**config.mk**
```make
export PLATFORM = sky130hd
export DESIGN_NAME = pipe_hazard_ctrl
export DESIGN_NICKNAME = d
export VERILOG_FILES = /design/src/rtl/pipe_hazard_ctrl.sv
export SDC_FILE = /design/constraint.sdc
export NUM_CORES = 1
export LEC_CHECK = 0
export ABC_AREA = 1
export BUFFER_PORTS_ARGS = -buffer_cell sky130_fd_sc_hd__buf_2
export CORE_UTILIZATION = 48
export CTS_CLUSTER_SIZE = 30
export DETAILED_ROUTE_END_ITERATION = 10
export GPL_TIMING_DRIVEN = 0
export PLACE_DENSITY = 0.7
export SLEW_MARGIN = 0
export SYNTH_ARGS = -nofsm -noshare
export SYNTH_HDL_FRONTEND = slang
export SYNTH_SLANG_ARGS = --single-unit
```
**constraint.sdc**
```tcl
create_clock -name CLK -period 8.2 [get_ports CLK]
set_input_delay 1.64 -clock CLK [delete_from_list [all_inputs] [get_ports CLK]]
set_output_delay 1.64 -clock CLK [all_outputs]
set_load 0.02 [all_outputs]
```
**src/rtl/pipe_hazard_ctrl.sv**
```systemverilog
// pipe_hazard_ctrl
//   Central stall/flush sequencer for the 5-stage RV32I pipeline.
//   It produces the enable/flush controls for the PC, IF/ID, ID/EX, EX/MEM
//   and MEM/WB registers from three conditions:
//     - memory handshake freeze
//     - load-use hazard
//     - EX-stage redirect
//   It also keeps a RUN/WAIT memory-wait FSM, a stall watchdog and
//   saturating performance counters.
//
// Ports
//   CLK, rst                    clock, asynchronous active-high reset
//   imem_req/imem_resp          IF fetch outstanding / fetch data valid
//   dmem_req/dmem_resp          MEM access outstanding / access complete
//   idex_mem_read, idex_rd      load in EX and its destination register
//   ifid_rs1/rs2, ifid_uses_*   source registers of ID and whether each is read
//   br_taken_ex                 EX resolved a taken branch/jump
//   perf_clr                    synchronous clear of counters and timeout flag
//   pc_en .. memwb_en           pipeline register enables (combinational)
//   ifid_flush, idex_flush      pipeline register flushes (combinational)
//   mem_wait                    FSM is in WAIT (registered)
//   stall_timeout               sticky watchdog flag
//   mem_stall_cnt, bubble_cnt,  saturating event counters
//   flush_cnt
module pipe_hazard_ctrl #(
    parameter int CNT_W   = 32,
    parameter int TIMEOUT = 1024
) (
    input  logic             CLK,
    input  logic             rst,
    input  logic             imem_req,
    input  logic             imem_resp,
    input  logic             dmem_req,
    input  logic             dmem_resp,
    input  logic             idex_mem_read,
    input  logic [4:0]       idex_rd,
    input  logic [4:0]       ifid_rs1,
    input  logic [4:0]       ifid_rs2,
    input  logic             ifid_uses_rs1,
    input  logic             ifid_uses_rs2,
    input  logic             br_taken_ex,
    input  logic             perf_clr,
    output logic             pc_en,
    output logic             ifid_en,
    output logic             ifid_flush,
    output logic             idex_en,
    output logic             idex_flush,
    output logic             exmem_en,
    output logic             memwb_en,
    output logic             mem_wait,
    output logic             stall_timeout,
    output logic [CNT_W-1:0] mem_stall_cnt,
    output logic [CNT_W-1:0] bubble_cnt,
    output logic [CNT_W-1:0] flush_cnt
);

    localparam int LEN_W = $clog2(TIMEOUT) + 1;
    localparam logic [LEN_W-1:0] LEN_MAX  = LEN_W'(TIMEOUT);
    localparam logic [LEN_W-1:0] LEN_TRIP = LEN_W'(TIMEOUT - 1);

    localparam logic [0:0] ST_RUN  = 1'b0;
    localparam logic [0:0] ST_WAIT = 1'b1;

    logic [0:0]       state;
    logic [LEN_W-1:0] stall_len;
    logic             freeze;
    logic             load_use;
    logic             take_redirect;
    logic             take_bubble;

    function automatic logic [CNT_W-1:0] cnt_sat_inc(input logic [CNT_W-1:0] v);
        return (&v) ? v : v + CNT_W'(1);
    endfunction

    function automatic logic [LEN_W-1:0] len_sat_inc(input logic [LEN_W-1:0] v);
        return (v >= LEN_MAX) ? LEN_MAX : v + LEN_W'(1);
    endfunction

    // A response in the same cycle as the request completes the access.
    assign freeze = (imem_req & ~imem_resp) | (dmem_req & ~dmem_resp);

    // x0 is never a real dependency.
    assign load_use = idex_mem_read & (idex_rd != 5'd0) &
                      ((ifid_uses_rs1 & (ifid_rs1 == idex_rd)) |
                       (ifid_uses_rs2 & (ifid_rs2 == idex_rd)));

    // While frozen, EX holds, so a pending redirect stays asserted and is
    // applied once on the first unfrozen cycle.
    assign take_redirect = ~freeze & br_taken_ex;
    assign take_bubble   = ~freeze & ~br_taken_ex & load_use;

    always_comb begin
        pc_en      = 1'b1;
        ifid_en    = 1'b1;
        idex_en    = 1'b1;
        exmem_en   = 1'b1;
        memwb_en   = 1'b1;
        ifid_flush = 1'b0;
        idex_flush = 1'b0;
        if (freeze) begin
            pc_en    = 1'b0;
            ifid_en  = 1'b0;
            idex_en  = 1'b0;
            exmem_en = 1'b0;
            memwb_en = 1'b0;
        end else if (br_taken_ex) begin
            ifid_flush = 1'b1;
            idex_flush = 1'b1;
        end else if (load_use) begin
            // Hold PC and IF/ID, inject a bubble into ID/EX.
            pc_en      = 1'b0;
            ifid_en    = 1'b0;
            idex_flush = 1'b1;
        end
    end

    always_ff @(posedge CLK or posedge rst) begin
        if (rst) begin
            state <= ST_RUN;
        end else begin
            case (state)
                ST_RUN:  if (freeze)  state <= ST_WAIT;
                ST_WAIT: if (!freeze) state <= ST_RUN;
                default: state <= ST_RUN;
            endcase
        end
    end

    assign mem_wait = (state == ST_WAIT);

    // Consecutive-freeze length; perf_clr deliberately does not touch it.
    always_ff @(posedge CLK or posedge rst) begin
        if (rst) begin
            stall_len <= '0;
        end else if (freeze) begin
            stall_len <= len_sat_inc(stall_len);
        end else begin
            stall_len <= '0;
        end
    end

    always_ff @(posedge CLK or posedge rst) begin
        if (rst) begin
            stall_timeout <= 1'b0;
            mem_stall_cnt <= '0;
            bubble_cnt    <= '0;
            flush_cnt     <= '0;
        end else if (perf_clr) begin
            stall_timeout <= 1'b0;
            mem_stall_cnt <= '0;
            bubble_cnt    <= '0;
            flush_cnt     <= '0;
        end else begin
            if (freeze && stall_len == LEN_TRIP)
                stall_timeout <= 1'b1;
            if (freeze)
                mem_stall_cnt <= cnt_sat_inc(mem_stall_cnt);
            if (take_bubble)
                bubble_cnt <= cnt_sat_inc(bubble_cnt);
            if (take_redirect)
                flush_cnt <= cnt_sat_inc(flush_cnt);
        end
    end

endmodule

```
==> flow_summary.json <==
{
  "antenna_cells": 0,
  "worst_skew_pair.late_latency_ps": 370,
  "setup_tns_ps": 0,
  "cap_violations": 0,
  "regToRegSetupSlack_ps": 6060,
  "syn_area_um2": 7790,
  "gr-usage-met3_pct": 3.59,
  "numCtsBuffers": 9,
  "post_synth.cell_area_avg_um2": 6.42,
  "drc": 0,
  "max_freq_mhz": 225,
  "core_region_area_um2": 15900,
  "holdBufCountCts": 0,
  "hold_violations": 0,
  "cts_sinks": 109,
  "h-tree-depth": 3,
  "synth_edf_count": 0,
  "drv_slew": 0,
  "cts_resized": 0,
  "endpoint_kind": "output port",
  "startpoint": "idex_rd[3]",
  "layout-drive-gt1-share_pct": 17.0,
  "fp.dieH_um": 129,
  "required_ps": 6560,
  "vias": 8172,
  "clock-root-buffer": "clkbuf_16",
  "hp-start": "stall_len[10]",
  "clkTransAtPathRegs_ps": 70,
  "critical_path_class": "input pin to output port",
  "status": "finished clean",
  "dr.pass1.iters": 5,
  "io_buffers": 130,
  "ys_seq_elements": 109,
  "grt_max_degree": 62,
  "die-area_um2": 16800,
  "die_w_um": 129,
  "syn_inst": 1215,
  "ant_nets": 0,
  "reg2reg_depth": 9,
  "grt_pass1_wl_um": 35900,
  "clockBufferDepth": 2,
  "irDropWorstVdd_uv": 116,
  "grt-ovfl-total": 0,
  "min_period_ps": 4450,
  "pin_count": 131,
  "relSlewSlack_pct": 54.6,
  "viasPerCell": 5.18,
  "grt_pass1_vias": 7283,
  "yosys_warnings": 0,
  "synth_fp_nets": 1246,
  "row_count": 46,
  "r2r-start": "bubble_cnt[0]",
  "antenna_found_initial": 0,
  "routedWlPerCell_um": 14.0,
  "drt-total-wl_um": 22100,
  "p_leak_nw": 4.40,
  "timing.rr.end": "bubble_cnt[12]",
  "critPathLaunchType": "input pin",
  "path_max_fanout": 4,
  "gp_congestion": 0.981,
  "worst_slew_pin_slew_ps": 682,
  "ys_types": 34,
  "hold_ws_ps": 499,
  "busiest_layer": "met2",
  "dpl.hpwl_um": 17100,
  "postCtsSetupRepairBufs": 0,
  "ys.flop_type": "dfrtp_1",
  "cts_tree": "yes",
  "synth_sequential_area_ratio_pct": 35.0,
  "drt_iter0_drc": 605,
  "area_growth_pct": 16.1,
  "min_path_type": "register to register",
  "min_path_cells": 1,
  "met2_usage_pct": 45.6,
  "cp.arrival_ps": 2810,
  "rsz0062_at_grt": "no",
  "nFillCells": 1649,
  "synth-async-reset-ratio_pct": 100,
  "grt_use_total_pct": 27.5,
  "gr-usage-met1_pct": 36.7,
  "holdPathEnd": "stall_len[10]",
  "finClkSkew_ps": 11.2,
  "fin_nets": 1388,
  "power_density_nw_per_um2": 125,
  "setup_viol": 0,
  "start_util_pct": 49.1,
  "min_period_over_period_pct": 54.3
}
## cell families (layout without fill, tap and decap cells)
group / count (synthesis) / count (layout) / share of synthesized area (%)
simple gates: 852 / 852 / 46.1
fa+ha+maj: 5 / 5 / 0.803
compound gates: 58 / 58 / 4.86
buf+inv: 153 / 300 / 8.92
xor+xnor: 38 / 38 / 4.27
flops: 109 / 109 / 35.0
## metal layers
metal / vias up / part of all wire (%)
met5: - / 0
met4: 0 / 2.3
met3: 35 / 6.2
met2: 284 / 47
met1: 3772 / 44
li1: 4081 / -
## synthesized netlist by cell type (6+ instances only)
master	n	area (um^2)
nand2_1	449	1690
nor2_1	203	762
nand3_1	125	626
inv_1	115	432
dfrtp_1	109	2730
nor3_1	34	170
xor2_1	25	219
o21ai_0	24	120
o21ai_2	20	175
nand2_2	15	93.8
xnor2_1	13	114
buf_2	10	50.1
clkbuf_1	9	33.8
a21oi_1	7	35.0
buf_6	6	67.6
nand4_1	6	37.5
## final cells by class
cell class / instances / area, um^2 / area share, %
timing repair buffer: 131 / 678 / 7.49
sequential: 109 / 2730 / 30.1
clock inverter: 6 / 68.8 / 0.760
clock buffer: 10 / 239 / 2.64
buffer: 33 / 245 / 2.71
inverter: 120 / 453 / 5.00
tap: 216 / 270 / 2.99
multi-input combinational: 953 / 4370 / 48.3
## report_power, final
part           switching [mW]  internal [mW]  total [mW]
Combinational          0.0799         0.0346       0.115
Clock                   0.217          0.248       0.464
Sequential            0.00799          0.543       0.551
## layout by cell type, fill, tap and decap left out, types with 2 or more instances in the layout
| cell | n |
|---|---|
| buf_2 | 140 |
| ha_1 | 5 |
| buf_12 | 3 |
| buf_6 | 6 |
| nand2_2 | 15 |
| nand2_1 | 449 |
| inv_2 | 5 |
| nor2_1 | 203 |
| o21ai_1 | 3 |
| nor2_4 | 5 |
| nand3_1 | 125 |
| inv_1 | 114 |
| dfrtp_1 | 109 |
| clkbuf_1 | 9 |
| nor2_2 | 2 |
| nor3_1 | 34 |
| o21ai_2 | 20 |
| xnor2_1 | 13 |
| o21ai_0 | 24 |
| nand2_4 | 3 |
| xor2_1 | 25 |
| inv_6 | 2 |
| clkbuf_16 | 9 |
| a21oi_1 | 7 |
| buf_4 | 4 |
| nand3_2 | 3 |
| nor3_2 | 4 |
| nand4_1 | 6 |
## through the flow
step / setup WS [ps] / total power [mW] / utilization (%) / instances / area (um^2)
after CTS: 3680 / 1.14 / 57.0 / 1578 / 9050
after detailed placement: 3690 / 0.677 / 55.1 / 1562 / 8750
after global placement: 2250 / 0.674 / 54.9 / 1561 / 8720
after global routing: 3590 / 1.17 / 57.0 / 1578 / 9050
after floorplan: 3690 / 0.636 / - / 1215 / 7790
final: 3750 / 1.13 / 57.0 / 1578 / 9050
## flip-flops by register name, summed over array words and instances, names as in the netlist
signal and count:
mem_wait 1, mem_stall_cnt 32, flush_cnt 32, stall_timeout 1, bubble_cnt 32, stall_len 11
## worst max-delay path by stage
stage,endpoint,depth (start not counted)
finish,pc_en,8
global route,pc_en,8
CTS,pc_en,8
detailed placement,pc_en,8
global placement,flush_cnt[0],2
floorplan,bubble_cnt[0],1
## worst max-delay path, cell delays in order
cell	delay (ps)
buf_2	100
inv_1	100
nand4_1	100
o21ai_0	220
inv_1	110
a31oi_1	260
buf_4	150
buf_2	150
Power figures use the tool's default switching activity.
